File: src/rtl/fc_result_fifo_pkg.sv
// Shared definitions for the frequency-counter result FIFO.
// Holds the iomem register offsets, STATUS bit positions, the drop counter
// width and the helper that sizes one stored entry.
package fc_result_fifo_pkg;

    // Address page that selects this block (iomem_addr[31:24])
    localparam logic [7:0] DEC_PAGE        = 8'h03;

    // Register offsets (iomem_addr[7:0])
    localparam logic [7:0] OFF_STATUS      = 8'h20;
    localparam logic [7:0] OFF_HEAD_REF    = 8'h24;
    localparam logic [7:0] OFF_HEAD_SIG    = 8'h28;
    localparam logic [7:0] OFF_HEAD_SIGSYS = 8'h2C;
    localparam logic [7:0] OFF_POP         = 8'h30;
    localparam logic [7:0] OFF_DROPS       = 8'h34;
    localparam logic [7:0] OFF_HEAD_TS     = 8'h38;

    // STATUS layout
    localparam int unsigned ST_LEVEL_LSB = 0;
    localparam int unsigned ST_LEVEL_W   = 7;
    localparam int unsigned ST_EMPTY     = 8;
    localparam int unsigned ST_FULL      = 9;
    localparam int unsigned ST_OVF       = 10;
    localparam int unsigned ST_SEQ_LSB   = 16;
    localparam int unsigned ST_SEQ_W     = 16;

    // POP write: this wdata bit also clears ovf and drop_cnt
    localparam int unsigned POP_CLR_BIT  = 1;

    localparam int unsigned DROP_BITS    = 8;
    localparam int unsigned TS_BITS      = 32;

    // Width of one stored entry: {ts?, ref, sig, sig_sys, seq}
    function automatic int unsigned entry_bits(input int unsigned sig_bits,
                                               input int unsigned sys_bits,
                                               input int unsigned seq_bits,
                                               input bit          with_ts);
        return 2 * sys_bits + sig_bits + seq_bits + (with_ts ? TS_BITS : 0);
    endfunction

endpackage

File: src/rtl/fc_result_fifo_mem.sv
// DEPTH-entry FIFO storage with extended read/write pointers.
// Ports:
//   clk, resetn       clock, synchronous active-low reset
//   push, pop         qualified by the parent (no push when full without pop,
//                     no pop when empty)
//   wr_data           entry written at the tail on push
//   rd_data           head entry, combinational
//   empty, full       pointer-compare flags
//   level             number of stored entries
module fc_result_fifo_mem #(
    parameter int unsigned WIDTH = 8,
    parameter int unsigned DEPTH = 8
) (
    input  logic                     clk,
    input  logic                     resetn,
    input  logic                     push,
    input  logic                     pop,
    input  logic [WIDTH-1:0]         wr_data,
    output logic [WIDTH-1:0]         rd_data,
    output logic                     empty,
    output logic                     full,
    output logic [$clog2(DEPTH):0]   level
);

    localparam int unsigned IW = $clog2(DEPTH);
    localparam int unsigned AW = IW + 1;

    logic [AW-1:0]    wptr;
    logic [AW-1:0]    rptr;
    logic [WIDTH-1:0] store [DEPTH];

    // Pointer MSBs differ only after the writer has lapped the reader
    assign empty   = (wptr == rptr);
    assign full    = (wptr[IW] != rptr[IW]) && (wptr[IW-1:0] == rptr[IW-1:0]);
    assign level   = wptr - rptr;
    assign rd_data = store[rptr[IW-1:0]];

    // Pointer update
    always_ff @(posedge clk) begin
        if (!resetn) begin
            wptr <= '0;
            rptr <= '0;
        end else begin
            if (push) wptr <= wptr + AW'(1);
            if (pop)  rptr <= rptr + AW'(1);
        end
    end

    // Entry storage; contents are don't-care until written
    always_ff @(posedge clk) begin
        if (push) store[wptr[IW-1:0]] <= wr_data;
    end

endmodule

File: src/rtl/fc_result_fifo.sv
// Result FIFO between the frequency counter and the PicoSoC iomem bus.
// Each rising edge of fc_ready queues {ref, sig, sig_sys, seq}; firmware reads
// the head and pops it through memory-mapped registers.
// Optional feature: define FC_RESULT_FIFO_TIMESTAMP_EN to capture a free-running
// 32-bit cycle counter with every entry (readable at HEAD_TS).
// Ports:
//   clk, resetn                      clock, synchronous active-low reset
//   fc_ref_sys_cnt, fc_sig_cnt,
//   fc_sig_sys_cnt, fc_ready         counter result and its valid strobe
//   iomem_valid/wstrb/addr/wdata     bus request
//   iomem_ready, iomem_rdata         registered one-cycle ack and read data
//   irq                              high while the FIFO holds entries
module fc_result_fifo
    import fc_result_fifo_pkg::*;
#(
    parameter int unsigned SIG_BITS = 32,
    parameter int unsigned SYS_BITS = 32,
    parameter int unsigned DEPTH    = 8,
    parameter int unsigned SEQ_BITS = 16
) (
    input  logic                clk,
    input  logic                resetn,
    input  logic [SYS_BITS-1:0] fc_ref_sys_cnt,
    input  logic [SIG_BITS-1:0] fc_sig_cnt,
    input  logic [SYS_BITS-1:0] fc_sig_sys_cnt,
    input  logic                fc_ready,
    input  logic                iomem_valid,
    input  logic [3:0]          iomem_wstrb,
    input  logic [31:0]         iomem_addr,
    input  logic [31:0]         iomem_wdata,
    output logic                iomem_ready,
    output logic [31:0]         iomem_rdata,
    output logic                irq
);

`ifdef FC_RESULT_FIFO_TIMESTAMP_EN
    localparam bit TS_ON = 1'b1;
`else
    localparam bit TS_ON = 1'b0;
`endif

    localparam int unsigned AW      = $clog2(DEPTH) + 1;
    localparam int unsigned ENTRY_W = entry_bits(SIG_BITS, SYS_BITS, SEQ_BITS, TS_ON);
    localparam int unsigned SSYS_LSB = SEQ_BITS;
    localparam int unsigned SIG_LSB  = SSYS_LSB + SYS_BITS;
    localparam int unsigned REF_LSB  = SIG_LSB + SIG_BITS;

    logic [SEQ_BITS-1:0]  seq;
    logic                 ovf;
    logic [DROP_BITS-1:0] drop_cnt;
    logic                 ready_q;
    logic                 armed;

    logic [ENTRY_W-1:0]   wr_data;
    logic [ENTRY_W-1:0]   head;
    logic                 empty;
    logic                 full;
    logic [AW-1:0]        level;
    logic [AW-1:0]        level_nxt;

    logic [SYS_BITS-1:0]  head_ref;
    logic [SIG_BITS-1:0]  head_sig;
    logic [SYS_BITS-1:0]  head_sigsys;
    logic [SEQ_BITS-1:0]  head_seq;

    logic [7:0]           off;
    logic                 hit;
    logic                 sel;
    logic                 pop_req;
    logic                 clr_req;
    logic                 pop_ok;
    logic                 push_evt;
    logic                 push_ok;
    logic                 drop;
    logic [31:0]          rd_val;
    logic                 bus_unused;

    // Rising-edge detect; armed stays low after reset until fc_ready is seen
    // low, so a strobe held across reset release never pushes.
    always_ff @(posedge clk) begin
        if (!resetn) begin
            ready_q <= 1'b0;
            armed   <= 1'b0;
        end else begin
            ready_q <= fc_ready;
            if (!fc_ready) armed <= 1'b1;
        end
    end

    assign push_evt = fc_ready && !ready_q && armed;

`ifdef FC_RESULT_FIFO_TIMESTAMP_EN
    logic [TS_BITS-1:0] ts_cnt;
    logic [TS_BITS-1:0] head_ts;

    // Free-running cycle counter captured into each entry
    always_ff @(posedge clk) begin
        if (!resetn) ts_cnt <= '0;
        else         ts_cnt <= ts_cnt + TS_BITS'(1);
    end

    assign wr_data = {ts_cnt, fc_ref_sys_cnt, fc_sig_cnt, fc_sig_sys_cnt, seq};
    assign head_ts = empty ? '0 : head[REF_LSB + SYS_BITS +: TS_BITS];
`else
    assign wr_data = {fc_ref_sys_cnt, fc_sig_cnt, fc_sig_sys_cnt, seq};
`endif

    // Head fields read as zero when nothing is queued
    assign head_seq    = empty ? '0 : head[0 +: SEQ_BITS];
    assign head_sigsys = empty ? '0 : head[SSYS_LSB +: SYS_BITS];
    assign head_sig    = empty ? '0 : head[SIG_LSB +: SIG_BITS];
    assign head_ref    = empty ? '0 : head[REF_LSB +: SYS_BITS];

    // Bus decode; requests are taken only while no ack is outstanding
    assign off = iomem_addr[7:0];
    assign hit = (iomem_addr[31:24] == DEC_PAGE) &&
                 ((off == OFF_STATUS)      || (off == OFF_HEAD_REF) ||
                  (off == OFF_HEAD_SIG)    || (off == OFF_HEAD_SIGSYS) ||
                  (off == OFF_POP)         || (off == OFF_DROPS) ||
                  (off == OFF_HEAD_TS));
    assign sel        = iomem_valid && !iomem_ready && hit;
    assign pop_req    = sel && (iomem_wstrb != 4'h0) && (off == OFF_POP);
    assign clr_req    = pop_req && iomem_wdata[POP_CLR_BIT];
    assign bus_unused = ^{iomem_addr[23:8], iomem_wdata[31:2], iomem_wdata[0]};

    // A pop frees the slot a same-cycle push needs, so full+pop accepts the push
    assign pop_ok    = pop_req && !empty;
    assign push_ok   = push_evt && (!full || pop_ok);
    assign drop      = push_evt && !push_ok;
    assign level_nxt = level + AW'(push_ok) - AW'(pop_ok);

    fc_result_fifo_mem #(
        .WIDTH (ENTRY_W),
        .DEPTH (DEPTH)
    ) u_mem (
        .clk     (clk),
        .resetn  (resetn),
        .push    (push_ok),
        .pop     (pop_ok),
        .wr_data (wr_data),
        .rd_data (head),
        .empty   (empty),
        .full    (full),
        .level   (level)
    );

    // Read data mux
    always_comb begin
        rd_val = '0;
        case (off)
            OFF_STATUS: begin
                rd_val[ST_LEVEL_LSB +: ST_LEVEL_W] = ST_LEVEL_W'(level);
                rd_val[ST_EMPTY]                   = empty;
                rd_val[ST_FULL]                    = full;
                rd_val[ST_OVF]                     = ovf;
                rd_val[ST_SEQ_LSB +: ST_SEQ_W]     = ST_SEQ_W'(head_seq);
            end
            OFF_HEAD_REF:    rd_val = 32'(head_ref);
            OFF_HEAD_SIG:    rd_val = 32'(head_sig);
            OFF_HEAD_SIGSYS: rd_val = 32'(head_sigsys);
            OFF_DROPS:       rd_val[DROP_BITS-1:0] = drop_cnt;
`ifdef FC_RESULT_FIFO_TIMESTAMP_EN
            OFF_HEAD_TS:     rd_val = 32'(head_ts);
`endif
            default:         rd_val = '0;
        endcase
    end

    // Sequence, overflow bookkeeping, bus ack and irq
    always_ff @(posedge clk) begin
        if (!resetn) begin
            seq         <= '0;
            ovf         <= 1'b0;
            drop_cnt    <= '0;
            iomem_ready <= 1'b0;
            iomem_rdata <= '0;
            irq         <= 1'b0;
        end else begin
            if (push_evt) seq <= seq + SEQ_BITS'(1);

            if (clr_req) begin
                ovf      <= 1'b0;
                drop_cnt <= '0;
            end else if (drop) begin
                ovf <= 1'b1;
                if (drop_cnt != {DROP_BITS{1'b1}}) drop_cnt <= drop_cnt + DROP_BITS'(1);
            end

            iomem_ready <= sel;
            if (sel) iomem_rdata <= rd_val;

            irq <= (level_nxt != '0);
        end
    end

endmodule

File: config.mk
export PLATFORM = sky130hd
export DESIGN_NAME = fc_result_fifo
export DESIGN_NICKNAME = d
export VERILOG_FILES = /design/src/rtl/fc_result_fifo_pkg.sv /design/src/rtl/fc_result_fifo_mem.sv /design/src/rtl/fc_result_fifo.sv
export SDC_FILE = /design/constraint.sdc
export NUM_CORES = 1
export LEC_CHECK = 0
export ABC_AREA = 1
export CAP_MARGIN = 30
export CORE_AREA = 4 4 322 324
export DETAILED_ROUTE_END_ITERATION = 10
export DIE_AREA = 0 0 326 328
export GPL_TIMING_DRIVEN = 0
export PLACE_DENSITY = 0.56
export SLEW_MARGIN = 15
export SYNTH_ARGS = -nofsm -noshare
export SYNTH_HDL_FRONTEND = slang
export SYNTH_SLANG_ARGS = --single-unit
File: constraint.sdc
create_clock -name clk -period 17.21 [get_ports clk]
set_input_delay 2.5815 -clock clk [delete_from_list [all_inputs] [get_ports clk]]
set_output_delay 2.5815 -clock clk [all_outputs]
set_load 0.02 [all_outputs]
==> impl_results.md, run 1 <==
- Final Cycle Share: 31.7%
- Sum Neg Setup Slack: 0 ns
- Fin. Hold Viols: 0
- Nature of the critical path startpoint: input port
- Router iterations before antenna repair: 6
- Power Density: 101 nW/um^2
- Antenna viol nets, final: 0
- Crit path cell chain: clkdlybuf4s50_1 -> nand2_1 -> nor2_1 -> nor2_1 -> nand3_2 -> nor2_4 -> nor2_2 -> nor2_4 -> nand2_1 -> nor2_4 -> buf_12 -> buf_16 -> buf_16
- Initial core utilization: 39.7%
- Setup Viol. Count Final: 0
- Nets: 4173
- Clock Path Buffers: 3
- Num ports: 202
- Total Routing Usage GR: 24.2%
- Post-synthesis sequential area ratio: 70.6%
- XOR/XNOR Fraction of Synth Area: 0.349%
- Cell variety after synth: 38
- Hold Path Class: flop to flop
- DP Cell Count: 5255
- Worst EP arrival: 5.81 ns
- CTS buffer count: 102
- Post-synthesis mux area share: 0%
- WS Path Type: input port to flop
- Crit-path leading delay family: simple AND/OR/NAND/NOR gates
- Total congestion overflow: 0
- First-pass GRT wire length: 188 mm
- Die Y: 328 um
- Largest net degree at the start of global routing: 22
- Drt via density: 5.23
- Post-synth top flop: edfxtp_1
- Synth Area in Compound Gates: 4.29%
- Max-slew violations: 0
- Worst skew pair latency: 0.68 ns
- RSZ-0062 raised after global routing: no
- Die W: 326 um
- Clock skew: 0.0308 ns
- Synth Instances: 3665
- Clock input transition at the sequential cells of the worst setup and hold paths: 0.06 ns
- DRC Markers: 0
- Highest-delay cell along the critical path: nor2_4
- Via Count: 28486
- Hold_buf cts: 0
- Final cell count without fillers: 5446
- Status: completed
- EDFF count, synth: 896
- Most used cell, CP: nor2_4
- Maxcap violations: 0
- Max incr delay on CP: 0.63 ns
- Max Clk Rate: 0.183 GHz
- Crit end category: flop
- WL final: 132 mm
- Simple logic cell fraction of the synthesized area: 18.8%
- Share of layout cells above drive strength 1: 8.14%
- Syn Nets: 3846
- Root buf cell: clkbuf_16
- Vias in the first global route: 26866
- Most common cell after layout, fill and taps aside: edfxtp_1
- WP buf/inv: 4
- Worst-margin pin slew: 1.04 ns
- Core area: 101000 um^2
- Avg Synthesized Cell Area: 11.0 um^2
- WL/cell: 24.1 um
- Req. time, crit path: 17.57 ns
- Max VDD drop: 0.0747 mV
- TritonCTS sink count: 968
- Adder-cell share of the synthesized area: 0.442%
- Die ar.: 107000 um^2
- TritonCTS clock tree: built
- Setup bufs post-CTS: 0
- Yosys warning total: 0
- Main combinational cell family by area after synthesis: simple AND/OR/NAND/NOR gates
- Post-DP HPWL: 90.6 mm
- Most frequent cells in the layout: edfxtp_1, nand2_1, nand3_1, nor2_1, inv_1
- PortBufs: 153
- Leak: 18.0 nW
- Post-synthesis cell area: 40200 um^2
- Iteration-0 DRC Markers: 3391
- Slew headroom: 30.8%
- Placer congestion estimate: 0.858
- #FFs+latches synth: 968
- Clock H-tree levels: 3
- PostCTS Resize Cnt: 0
- # rows: 117
- Initial antenna violation count: 7
- Crit Path Max Fanout: 17
- Area Overhead vs Synth: 20.1%
- Minimum clock period: 5.46 ns
- Async S/R FF share, synth: 0%
[where the power goes]
group	switching, mW	internal (mW)	total (mW)
clock	0.906	1.26	2.16
combinational	0.0679	0.0431	0.111
sequential	0.00445	2.58	2.59
[worst paths after layout]
kind	startpoint	end	slack (ns)	depth (start not counted)
worst min-delay path	iomem_rdata[8]	iomem_rdata[8]	0.47	2
worst max register to register	u_mem.wptr[0]	irq	13.91	14
worst max-delay path	iomem_addr[2]	u_mem.store[3][59]	11.75	13
worst min register to register	iomem_rdata[8]	iomem_rdata[8]	0.47	2
[area by class of cell]
cell class | count | area [um^2]
Antenna cell | 1 | 2.50
Buffer | 193 | 965
Clock buffer | 143 | 2900
Clock inverter | 46 | 384
Fill cell | 9089 | 52900
Inverter | 331 | 1240
Multi-Input combinational cell | 2173 | 9660
Sequential cell | 968 | 28300
Tap cell | 1368 | 1710
Timing Repair Buffer | 223 | 3030
[cell families after synthesis]
kind of cell	after synthesis
simple gates	1810
flops	968
compound gates	334
xor+xnor	16
buf+inv	524
fa+ha+maj	13
[registers in the layout (all words and copies together) (netlist names), named ones only]
name         cells
iomem_rdata     32
drop_cnt         8
seq             16
irq              1
ovf              1
ready_q          1
u_mem.wptr       4
armed            1
u_mem.store    896
u_mem.rptr       4
iomem_ready      1
[through the flow]
stage / hold slack (ns) / total power, mW / utilization, % / setup slack (ns) / cell area, um^2
3_3_place_gp: 0.457 / 2.74 / 42.9 / 1.97 / 43400
5_1_grt: 0.493 / 4.99 / 47.7 / 11.64 / 48200
3_5_place_dp: 0.459 / 2.74 / 44.4 / 11.13 / 44900
4_1_cts: 0.473 / 4.88 / 47.7 / 11.82 / 48200
2_1_floorplan: 0.430 / 2.67 / - / 8.46 / 40200
6_report: 0.471 / 4.86 / 47.7 / 11.75 / 48200
[cell usage after synthesis, drive strengths merged, types with 2 or more instances]
library cell	number	area (um^2)
a21oi	61	305
a31oi	2	12.5
buf	111	657
clkbuf	82	308
clkinv	2	7.51
dfxtp	72	1440
edfxtp	896	26900
fa	2	40.0
ha	11	138
inv	329	1240
nand2	813	3050
nand3	490	2470
nand4	15	100
nor2	480	1840
nor3	9	66.3
o211ai	16	120
o21ai	252	1260
xnor2	4	35.0
xor2	12	105
[tightest hold or removal path, stage by stage, from the launching register on]
cell,delay (ns)
dfxtp_1,0.31
nand2_1,0.06
a21oi_1,0.06
[layer usage]
metal / part of all wire (%) / GRT usage (%) / up-vias
met4: 4.1 / 9.88 / 6
met5: 0.027 / 0 / -
li1: - / - / 13087
met2: 46 / 38.3 / 1411
met3: 8.6 / 4.38 / 250
met1: 42 / 33.2 / 13732
Note: power is estimated with default switching activity, not from simulation.
==> inputs of run 2 (changes only) <==
- PLACE_DENSITY: 0.56 -> 0.58
- clock period: 17.21 -> 4.5 ns (I/O delays scaled with it)
==> impl_results.md, run 2 (synthesis results as in run 1) <==
- Total Routing Usage GR: 23.7% (was 24.2%)
- Final total power: 18.4 mW (was 4.86 mW)
- Placer congestion estimate: 0.884 (was 0.858)
- Leak: 17.9 nW (was 18.0 nW)
- Num ports: 202 (unchanged)
- Fin. Hold Viols: 0 (unchanged)
- Clock Path Buffers: 3 (unchanged)
- WL/cell: 23.9 um (was 24.1 um)
- Die W: 326 um (unchanged)
- Most frequent cells in the layout: edfxtp_1, nand2_1, nand3_1, nor2_1, inv_1 (unchanged)
- PostCTS Resize Cnt: 0 (unchanged)
- # rows: 117 (unchanged)
- Max VDD drop: 0.329 mV (was 0.0747 mV)
- Hold_buf cts: 0 (unchanged)
- Via Count: 28418 (was 28486)
- Drt via density: 5.23 (about the same)
- Clock H-tree levels: 3 (unchanged)
- Iteration-0 DRC Markers: 3691 (was 3391)
- Nets: 4160 (was 4173)
- Sequential cell area: 28300 um^2 (unchanged)
- Area Overhead vs Synth: 19.3% (was 20.1%)
- TritonCTS sink count: 968 (unchanged)
- Setup bufs post-CTS: 0 (unchanged)
- Crit end category: flop (unchanged)
- Root buf cell: clkbuf_16 (unchanged)
- RSZ-0062 raised after global routing: no (unchanged)
- Crit path cell chain: clkdlybuf4s50_1 -> nor2_4 -> nand3_1 -> nor2_1 -> nand3_2 -> nor2_4 -> nor2_2 -> nor2_4 -> nand2_2 -> nor2_4 -> buf_12 -> buf_16 -> buf_16 -> buf_12 (was clkdlybuf4s50_1 -> nand2_1 -> nor2_1 -> nor2_1 -> nand3_2 -> nor2_4 -> nor2_2 -> nor2_4 -> nand2_1 -> nor2_4 -> buf_12 -> buf_16 -> buf_16)
- Core area: 101000 um^2 (unchanged)
- Crit Path Max Fanout: 19 (was 17)
- Area of the multi-input gates: 9660 um^2 (about the same)
- R2r setup slk: 1.07 ns (was 13.91 ns)
- Share of layout cells above drive strength 1: 7.80% (was 8.14%)
- WP buf/inv: 5 (was 4)
- Power Density: 383 nW/um^2 (was 101 nW/um^2)
- Final Cycle Share: 80.7%
- First-pass GRT wire length: 184 mm (was 188 mm)
- Die Y: 328 um (unchanged)
- Vias in the first global route: 26204 (was 26866)
- Hold Path Stages: 2 (unchanged)
- Router iterations before antenna repair: 5 (was 6)
- Setup Viol. Count Final: 0 (unchanged)
- Worst EP arrival: 3.99 ns (was 5.81 ns)
- Largest net degree at the start of global routing: 22 (unchanged)
- Fillers: 8986 (was 9089)
- Nature of the critical path startpoint: input port (unchanged)
- Worst-margin pin slew: 1.08 ns (was 1.04 ns)
- Antenna viol nets, final: 0 (unchanged)
- Max incr delay on CP: 0.56 ns (was 0.63 ns)
- Sum Neg Setup Slack: 0 ns (unchanged)
- Crit-path leading delay family: simple AND/OR/NAND/NOR gates (unchanged)
- Slew headroom: 28.1% (was 30.8%)
- R2R cell count: 13 (was 14)
- Minimum clock period: 3.63 ns
- Max-slew violations: 0 (unchanged)
- Status: completed (unchanged)
- PortBufs: 153 (unchanged)
- Die ar.: 107000 um^2 (unchanged)
- Clock input transition at the sequential cells of the worst setup and hold paths: 0.06 ns (about the same)
- Hold Path Class: flop to flop (unchanged)
- Initial core utilization: 39.7% (unchanged)
- CTS buffer count: 100 (was 102)
- Max Clk Rate: 0.275 GHz
- Max reg flops: 896 (unchanged)
- Clock skew: 0.0256 ns (was 0.0308 ns)
- Maxcap violations: 0 (unchanged)
- Most used cell, CP: nor2_4 (unchanged)
- Post-DP HPWL: 88.5 mm (was 90.6 mm)
- WP depth: 14 (was 13)
- WL final: 130 mm (was 132 mm)
- Total congestion overflow: 0 (unchanged)
- DRC Markers: 0 (unchanged)
- Req. time, crit path: 4.86 ns (was 17.57 ns)
- Highest-delay cell along the critical path: nor2_4 (unchanged)
- Worst skew pair latency: 0.68 ns (about the same)
- WS Path Type: input port to flop (unchanged)
- Most common cell after layout, fill and taps aside: edfxtp_1 (unchanged)
- TritonCTS clock tree: built (unchanged)
- Initial antenna violation count: 11 (was 7)
==> run 2: cell count changes in the layout (fill, tap and decap cells not counted), sizes merged <==
cell	previous run	this run
bufinv	6	4
clkinv	35	29
diode	1	4
buf	181	170
clkbuf	225	231
==> run 2: path summary, 6_finish.rpt <==
| check | to | startpoint |
|---|---|---|
| max | u_mem.store[4][38] | iomem_addr[1] |
| min | iomem_rdata[15] | iomem_rdata[15] |
| max reg2reg | u_mem.store[4][38] | u_mem.wptr[0] |
| min reg2reg | iomem_rdata[15] | iomem_rdata[15] |
==> run 2: final cells by class <==
class / count / share of cell area, %
buffer: 193 / 2.02
timing repair buffer: 212 / 5.83
sequential: 968 / 59.2
inverter: 331 / 2.60
multi-input combinational: 2173 / 20.2
clock buffer: 149 / 5.93
clock inverter: 38 / 0.658
antenna: 4 / 0.0209
tap: 1368 / 3.57
==> run 2: metal layers <==
metal	routed length (um)	GRT usage (%)
met1	53100	32.8
met2	58900	37.3
met4	5080	9.44
met5	62	0
met3	12700	4.47
==> run 2: tightest hold or removal path, delay by kind of cell (launching register included) <==
family	cells	cell delay, ns
AOI/OAI and AO/OA	1	0.06
DFF	1	0.30
and+or+nand+nor	1	0.06
==> run 2: per-stage QoR <==
step           setup slack (ns)  hold WS (ns)  utilization [%]  instances  area [um^2]
6_report                  0.869         0.470             47.3       5436        47900
5_1_grt                   0.738         0.487             47.3       5433        47900
4_1_cts                   0.912         0.454             47.3       5432        47900
3_5_place_dp              0.214         0.459             44.2       5245        44700
3_3_place_gp              -4.73         0.458             42.9       5186        43400
2_1_floorplan            -0.486         0.430                -       3665        40200
==> run 2: report_power, final <==
group | switching (mW) | internal [mW] | total [mW] | leakage (nW)
clock network | 3.47 | 4.60 | 8.06 | 1.55
registers | 0.0176 | 9.87 | 9.89 | 8.68
logic | 0.252 | 0.160 | 0.412 | 7.63
